$ cat src/rtl/digit_assembler.sv
// digit_assembler: packs 4-bit digits into a 16-bit word with commit/ack handshake and inactivity timeout
module digit_assembler #(
  parameter bit          MSD_FIRST      = 1'b1,
  parameter int unsigned TIMEOUT_CYCLES = 0,
  parameter int unsigned TO_W           = 24
) (
  input  logic        clk,
  input  logic        rst,
  input  logic [3:0]  digit_in,
  input  logic        digit_valid,
  input  logic        clear,
  input  logic        value_ack,
  output logic        ready,
  output logic [1:0]  dig_sel,
  output logic [15:0] entry,
  output logic [15:0] value_out,
  output logic        value_valid,
  output logic        timeout,
  output logic        overrun
);
  typedef enum logic [1:0] {IDLE, FILL, HOLD} state_t;
  localparam logic [1:0] START = MSD_FIRST ? 2'b11 : 2'b00;
  localparam logic [1:0] TERM = ~START;
  localparam logic [TO_W-1:0] TO_LAST = TO_W'(TIMEOUT_CYCLES == 0 ? 0 : TIMEOUT_CYCLES - 1);
  state_t state_q, state_d;
  logic [15:0] entry_q, entry_d, value_q, value_d;
  logic [1:0] sel_q, sel_d;
  logic [TO_W-1:0] cnt_q, cnt_d;
  logic timeout_q, timeout_d, overrun_q, overrun_d;
  logic accept, expire;
  assign ready = state_q != HOLD;
  assign accept = digit_valid & ready & ~clear;
  // a digit landing in the terminal-count cycle cancels the abort
  assign expire = (TIMEOUT_CYCLES != 0) && state_q == FILL && !accept && cnt_q == TO_LAST;
  always_comb begin
    state_d = state_q;
    entry_d = entry_q;
    value_d = value_q;
    sel_d = sel_q;
    cnt_d = (TIMEOUT_CYCLES != 0 && state_q == FILL && !accept) ? cnt_q + 1'b1 : '0;
    timeout_d = expire & ~clear;
    overrun_d = digit_valid & ~ready & ~clear;
    if (clear || expire || (state_q == HOLD && value_ack)) begin
      state_d = IDLE;
      entry_d = '0;
      sel_d = START;
      cnt_d = '0;
    end else if (accept) begin
      entry_d[{sel_q, 2'b00} +: 4] = digit_in;
      sel_d = MSD_FIRST ? sel_q - 2'd1 : sel_q + 2'd1;
      state_d = sel_q == TERM ? HOLD : FILL;
      value_d = sel_q == TERM ? entry_d : value_q;
    end
  end
  always_ff @(posedge clk or posedge rst) begin
    if (rst) begin
      state_q <= IDLE;
      entry_q <= '0;
      value_q <= '0;
      sel_q <= START;
      cnt_q <= '0;
      timeout_q <= 1'b0;
      overrun_q <= 1'b0;
    end else begin
      state_q <= state_d;
      entry_q <= entry_d;
      value_q <= value_d;
      sel_q <= sel_d;
      cnt_q <= cnt_d;
      timeout_q <= timeout_d;
      overrun_q <= overrun_d;
    end
  end
  assign dig_sel = sel_q;
  assign entry = entry_q;
  assign value_out = value_q;
  assign value_valid = state_q == HOLD;
  assign timeout = timeout_q;
  assign overrun = overrun_q;
endmodule

$ cat config.mk
export PLATFORM = sky130hd
export DESIGN_NAME = digit_assembler
export DESIGN_NICKNAME = d
export VERILOG_FILES = /design/src/rtl/digit_assembler.sv
export SDC_FILE = /design/constraint.sdc
export NUM_CORES = 1
export LEC_CHECK = 0
export CORE_MARGIN = 10
export CORE_UTILIZATION = 40
export CTS_CLUSTER_DIAMETER = 100
export DETAILED_ROUTE_END_ITERATION = 16
export GPL_ROUTABILITY_DRIVEN = 0
export PLACE_DENSITY = 0.67
export SKIP_LAST_GASP = 1
export SLEW_MARGIN = 20
export SYNTH_ARGS = -nofsm -noshare
export SYNTH_HDL_FRONTEND = slang
export SYNTH_SLANG_ARGS = --single-unit
$ cat constraint.sdc
create_clock -name clk -period 1.95 [get_ports clk]
set_input_delay 0.585 -clock clk [delete_from_list [all_inputs] [get_ports clk]]
set_output_delay 0.585 -clock clk [all_outputs]
set_load 0.005 [all_outputs]
Word level (Yosys, flattened, before mapping) --
Index checks and enable logic that the tools add are counted.
Cells by class: equality and inequality tests 2, shift-type cells 2, multiplexer cells 8, add/sub/neg operators 2, reductions and logical operators 5, bitwise gates (word level) 7
Operators with widths (number):
- 2-to-1 mux 16 bit | 2
- bitwise mux 16 bit | 1
- variable shift 4 x 6 -> 16 bit (first input constant) | 1
- indexed part select 4 x 6 -> 16 bit | 1
- 2-to-1 mux 2 bit | 5
- negation 4 -> 6 bit | 1
- bitwise AND 1 bit | 4
- NOT 1 bit | 3
- AND reduction 3 bit | 1
- equality test 2 bit (second input constant) | 1
- logical NOT 2 bit | 1
- != test 2 bit (second input constant) | 1
- nonzero test 2 bit | 1
- subtractor 2 x 1 -> 2 bit (second input constant) | 1
- logical AND 1 bit | 1
- logical OR 1 bit | 1
Word-level totals: register bits 37, logic and storage cells 31

Longest topological paths before layout --
Gate-level depths: netlist (run 1).
depth after elaboration 5, gate-level depth with buffers 6, gate-level depth less buffers 5

Least setup slack after synthesis (run 1) --
Ideal clock, no wire load.
path type input to register, from input port clear, to register value_q[10] (netlist: value_out[10]), arrival 1.760 ns, path slack 0.065 ns, setup time 0.125 ns, path buffers 3, stages on the path 6, cell sequence buf_6 nand2b_4 or3b_1 buf_6 buf_6 mux2_4
Between the ends: cells in the longest elaborated chain, start to end 3
Ends and longest elaborated chain:
- start, declared | RTL line 11 | input logic clear,
- NOT 1 bit or logical OR 1 bit (tied branches) | RTL line 32, 43
- bitwise AND 1 bit or NOT 1 bit (tied branches)
- AND reduction 3 bit (no source line) (*)
- end signal, assigned | RTL line 67 | value_q <= value_d;
- end, declared | RTL line 26 | logic [15:0] entry_q, entry_d, value_q, value_d;
Every way passes the cells marked *; elsewhere a longest branch is shown, timed or not. A chain may end at the register's enable or synchronous reset.

Final worst setup path (run 1) --
from input port digit_valid, to register value_q[11] (netlist: value_out[11])
Between the ends: cells in the longest elaborated chain, start to end 3
Ends and longest elaborated chain:
- start, declared | RTL line 10 | input logic digit_valid,
- bitwise AND 1 bit (2 in a row) | RTL line 32 | assign accept = digit_valid & ready & ~clear;
- AND reduction 3 bit (no source line)
Every way passes these cells.

==> reports/qor.yml, run 1 <==
start_kind: "primary input"
final-seq-area_um2: 928
sequentialPowerShare: 0.481
cp.required_ns: 2.13
worst_slew_pin_slew_ns: 0.575
period_share: 0.961
layoutNonFillerInstCount: 242
dieHeight_um: 85.4
hold_path.class: "flop to flop"
syn-cell-area_mm2: 0.00171
io_buffers: 45
crit_type: "primary input to flop"
fin_ws_ns: 0.0765
ios: 47
final_util: 0.604
antenna_found_initial: 0
period_minus_slack_ns: 1.87
mostFrequentLayoutCell: "clkdlybuf4s50_1"
power.density_mw_per_mm2: 689
holdWs_ns: 0.509
place_ws_ns: -0.230
via_per_inst: 5.41
netlist_instances: 130
vias: 1310
synthArstFlopShare: 1.00
clock_skew_ns: 0.00889
track_usage: 0.126
yosys_warnings: 0
grt_overflow: 0
leakagePower_nw: 1.17
hpwlAfterDp_mm: 3.36
max_freq_ghz: 0.534
cp-end-kind: "flop"
dr.pass1.iters: 4
syn_avg_cell_area_um2: 13.2
worstSkewPairLatency_ns: 0.29
ctsHtreeMaxLevel: 2
rsz0062_at_grt: "no"
nFillCells: 325
cp_max_fo: 16
grt_pass1_vias: 1365
layout_common_cells: "clkdlybuf4s50_1 (41), dfrtp_1 (35), buf_4 (15), a32o_1 (14), nor2b_1 (12)"
n_antenna_cell: 0
dieArea_mm2: 0.00729
peakVddDrop_mv: 0.437
dp.cells: 230
setup_violations: 0
fin_nets: 206
multi_input_area_um2: 723
drt_iter0_drc: 104
postRouteAntennaNets: 0
yosys.cell_types.count: 34
cts_tree: "yes"
clkPwrFrac: 0.375
clk_pin_slew_ns: 0.07
ys_seq_area_frac: 0.543
arrival_ns: 2.05
p_comb_frac: 0.144
avgRoutedWirePerCell_um: 18.7
die-width_um: 85.4
cts_sinks: 37
sw_frac_of_total: 0.236
drv_cap: 0
grt_max_degree: 38
yosys_register_bits: 37
drv_slew: 0
drc: 0
cts-root-buf: "clkbuf_8"
slew-limit-headroom: 0.614
synth_fp_nets: 144
core_mm2: 0.00406
grt_pass1_wl_mm: 7.38
clock_path_buffers: 2
status: "completed"
p_int_mw: 1.29
netSwitchingPower_mw: 0.399
initial_utilization: 0.422
cts_buffers: 5
drive_gt1_frac: 0.229
fin_tns_setup_ns: 0
synth_ff_type: "dfrtp_1"
wirelength_mm: 4.53
hold_viol: 0
synth_edf_count: 0
rows: 23
syn_to_final_growth_pct: 43.4
-- power groups by stage --
| stage | Combinational [mW] | Clock (mW) | Sequential, mW |
|---|---|---|---|
| 6_report | 0.243 | 0.634 | 0.812 |
| 4_1_cts | 0.245 | 0.644 | 0.811 |
| 3_5_place_dp | 0.224 | 0 | 0.833 |
| 2_1_floorplan | 0.106 | 0 | 0.829 |
| 3_3_place_gp | 0.214 | 0 | 0.831 |
| 5_1_grt | 0.266 | 0.697 | 0.814 |
-- synth_stat cells (all sizes together), types with 2 or more instances --
| library cell | number | share of area |
|---|---|---|
| a21o | 2 | 0.0088 |
| a22o | 6 | 0.031 |
| a311oi | 3 | 0.015 |
| a32o | 14 | 0.082 |
| and4b | 2 | 0.012 |
| buf | 4 | 0.024 |
| clkbuf | 3 | 0.0066 |
| dfrtp | 35 | 0.51 |
| dfstp | 2 | 0.031 |
| ha | 5 | 0.037 |
| inv | 5 | 0.011 |
| mux2 | 12 | 0.092 |
| nand2 | 3 | 0.0066 |
| nand2b | 3 | 0.017 |
| nand3 | 2 | 0.0059 |
| nor2 | 4 | 0.0088 |
| nor2b | 12 | 0.044 |
| nor3 | 2 | 0.0059 |
-- metrics by stage --
step	area, um^2	power [mW]
after detailed placement	2290	1.06
after global placement	2290	1.04
after global routing	2450	1.78
final	2450	1.69
after floorplan	1710	0.935
after CTS	2430	1.70
-- sequential cells by signal, indices dropped and copies added, names as in the netlist --
| name | flops |
|---|---|
| dig_sel | 2 |
| entry | 16 |
| overrun | 1 |
| state_q | 2 |
| value_out | 16 |
-- critical path: stages --
cell             delay, ns
clkdlybuf4s50_1       0.53
nand2b_4              0.06
or3b_1                0.39
buf_12                0.18
mux2_4                0.29
-- logic make-up (layout without fill, tap and decap cells) --
family | count (synthesis) | in the layout | synth area share
buffers and inverters | 12 | 74 | 0.0417
adders and majority gates | 5 | 5 | 0.0366
AOI/OAI and AO/OA | 29 | 29 | 0.154
muxes | 12 | 12 | 0.0922
other | 1 | 1 | 0.00219
DFF | 37 | 37 | 0.543
xor gates and xnor gates | 1 | 1 | 0.00512
and+or+nand+nor | 33 | 33 | 0.126
-- cell type report --
class | instances | share of cell area
inverter | 5 | 0.00867
sequential | 37 | 0.379
timing repair buffer | 62 | 0.250
clock buffer | 5 | 0.0281
tap | 50 | 0.0255
clock inverter | 2 | 0.0143
multi-input combinational | 81 | 0.295
-- what timing repair did --
| item | in CTS | in global routing |
|---|---|---|
| endpoints found under the hold margin | 0 | 0 |
| hold buffers | 0 | 0 |
| endpoints found under the setup margin | 4 | 8 |
| buffers inserted | 5 | 0 |
| pin swaps | 0 | 0 |
| gates resized for setup | 2 | 6 |
-- path summary, 6_finish.rpt --
path | startpoint | to | slack, ns | depth (start not counted)
min | value_out[4] | value_out[4] | 0.51 | 1
max reg2reg | dig_sel[0] | entry[2] | 0.15 | 6
min reg2reg | value_out[4] | value_out[4] | 0.51 | 1
min in group asynchronous | rst | value_out[14] | 0.63 | 3
max | digit_valid | value_out[11] | 0.08 | 5
max in group asynchronous | rst | dig_sel[1] | 1.05 | 3
-- routing by layer --
metal	vias to the layer above	wire length [um]	global-route usage
met5	-	0	0
met3	6	267	0.0554
met1	661	1910	0.145
met4	0	55	0.0404
met2	40	2290	0.204
li1	603	-	-
Note: power is estimated with default switching activity, not from simulation.
==> run 2, diff against run 1 <==
- CAP_MARGIN: unset -> 15
- CORE_MARGIN: 10 -> 4
==> run 2 against run 1 <==
Against the previous run: register-to-register slack worse by 0.05 ns; global-route usage increased by 4.2 points; worst setup slack got worse by 0.036 ns.
==> reports/qor.yml, run 2 (synthesis gave the netlist of run 1 again) <==
status: "completed"
dp.cells: 231
place_ws_ns: -0.232
reg2regPathDepth: 6
arrival_ns: 1.32
io_buffers: 45
drv_cap: 0
rsz0062_at_grt: "no"
via_per_inst: 5.45
postRouteAntennaNets: 0
syn_to_final_growth_pct: 41.3
vias: 1325
dr.pass1.iters: 4
r2r-end: "entry[2]"
path_cells: "clkdlybuf4s50_1"
critical_path.max_stage_delay_ns: 0.54
crit_end: "dig_sel[1]"
initial_utilization: 0.422
drt_iter0_drc: 65
p_total_mw: 1.57
clk_pin_slew_ns: 0.07
ff2ff_setup_slack_ns: 0.10
hold_path.class: "flop to flop"
mostFrequentLayoutCell: "clkdlybuf4s50_1"
hold_viol: 0
dieHeight_um: 73.4
crit_cells: 1
critPathTopFamily: "flip-flops"
crit_slowest_cell: "dfstp_2"
setup_violations: 0
startpoint: "dig_sel[1]"
holdBufCountCts: 0
fin_ws_ns: 0.0404
track_usage: 0.168
crit_type: "flop to output pin"
cp-end-kind: "output pin"
layout_common_cells: "clkdlybuf4s50_1 (43), dfrtp_1 (34), buf_4 (16), a32o_1 (14), nor2b_1 (12)"
period_minus_slack_ns: 1.91
nFillCells: 329
rows: 23
hpwlAfterDp_mm: 3.10
drv_slew: 0
clock_skew_ns: 0.00843
worst_slew_pin_slew_ns: 0.589
cts_tree: "yes"
antenna_found_initial: 0
slew-limit-headroom: 0.605
period_share: 0.979
worstSkewPairLatency_ns: 0.29
avgRoutedWirePerCell_um: 17.3
die-width_um: 73.4
drive_gt1_frac: 0.233
ios: 47
peakVddDrop_mv: 0.408
cp_max_fo: 2
layoutNonFillerInstCount: 243
core_mm2: 0.00406
ctsHtreeMaxLevel: 2
fin_tns_setup_ns: 0
path_buf_inv: 1
cts_buffers: 5
dieArea_mm2: 0.00539
leakagePower_nw: 1.14
grt_overflow: 0
cts-root-buf: "clkbuf_8"
fin_nets: 206
wirelength_mm: 4.21
r2r_start: "dig_sel[0]"
grt_pass1_vias: 1365
drc: 0
start_kind: "flop"
grt_max_degree: 38
max_freq_ghz: 0.524
power.density_mw_per_mm2: 649
cts_sinks: 37
grt_pass1_wl_mm: 6.88
n_antenna_cell: 0
cp.required_ns: 1.36
clock_path_buffers: 2
## run 2: final cells by class
class	count	area, um^2	area share
flip-flops and latches	37	930	0.385
clock buffers	6	72.6	0.0300
well taps	50	62.6	0.0259
repair buffers	62	596	0.247
multi-input cells	81	724	0.300
clock inverters	2	10.0	0.00414
inverters	5	21.3	0.00880
## run 2: repair_timing
action / CTS / global route
buffers inserted: 3 / 1
endpoints found under the setup margin: 4 / 8
resized for setup: 1 / 6
pin swaps: 0 / 0
## run 2: report_power, final
part	internal, mW	leakage (nW)	switching [mW]
sequential	0.794	0.504	0.0161
clock	0.248	0.0450	0.270
combinational	0.125	0.593	0.115
## run 2: how the worst min path moves through the flow
stage / slack [ns] / startpoint / end / depth (start not counted)
2_1_floorplan: 0.50 / value_out[0] / value_out[0] / 1
3_3_place_gp: 0.49 / value_out[5] / value_out[5] / 1
3_5_place_dp: 0.50 / value_out[8] / value_out[8] / 1
4_1_cts: 0.51 / value_out[8] / value_out[8] / 1
5_1_grt: 0.53 / value_out[3] / value_out[3] / 1
6_report: 0.51 / value_out[8] / value_out[8] / 1
## run 2: per-stage QoR
| stage | utilization | cell area [um^2] | hold WS (ns) |
|---|---|---|---|
| floorplan | - | 1710 | 0.498 |
| global route | 0.595 | 2420 | 0.529 |
| CTS | 0.589 | 2390 | 0.515 |
| detailed placement | 0.562 | 2280 | 0.498 |
| finish | 0.595 | 2420 | 0.509 |
| global placement | 0.562 | 2280 | 0.491 |
## run 2: worst reg2reg max path: stages, from the launching register on
cell and delay (ns):
dfstp_2 0.53, buf_4 0.16, inv_1 0.09, ha_1 0.37, nor4_2 0.30, buf_4 0.20, a32o_1 0.14
## run 2: metal layers
layer / global-route usage / share of wire / vias to the layer above
met5: 0 / 0 / -
met1: 0.208 / 0.42 / 671
met4: 0.0563 / 0.013 / 0
met2: 0.281 / 0.50 / 38
met3: 0.0479 / 0.058 / 7
li1: - / - / 609
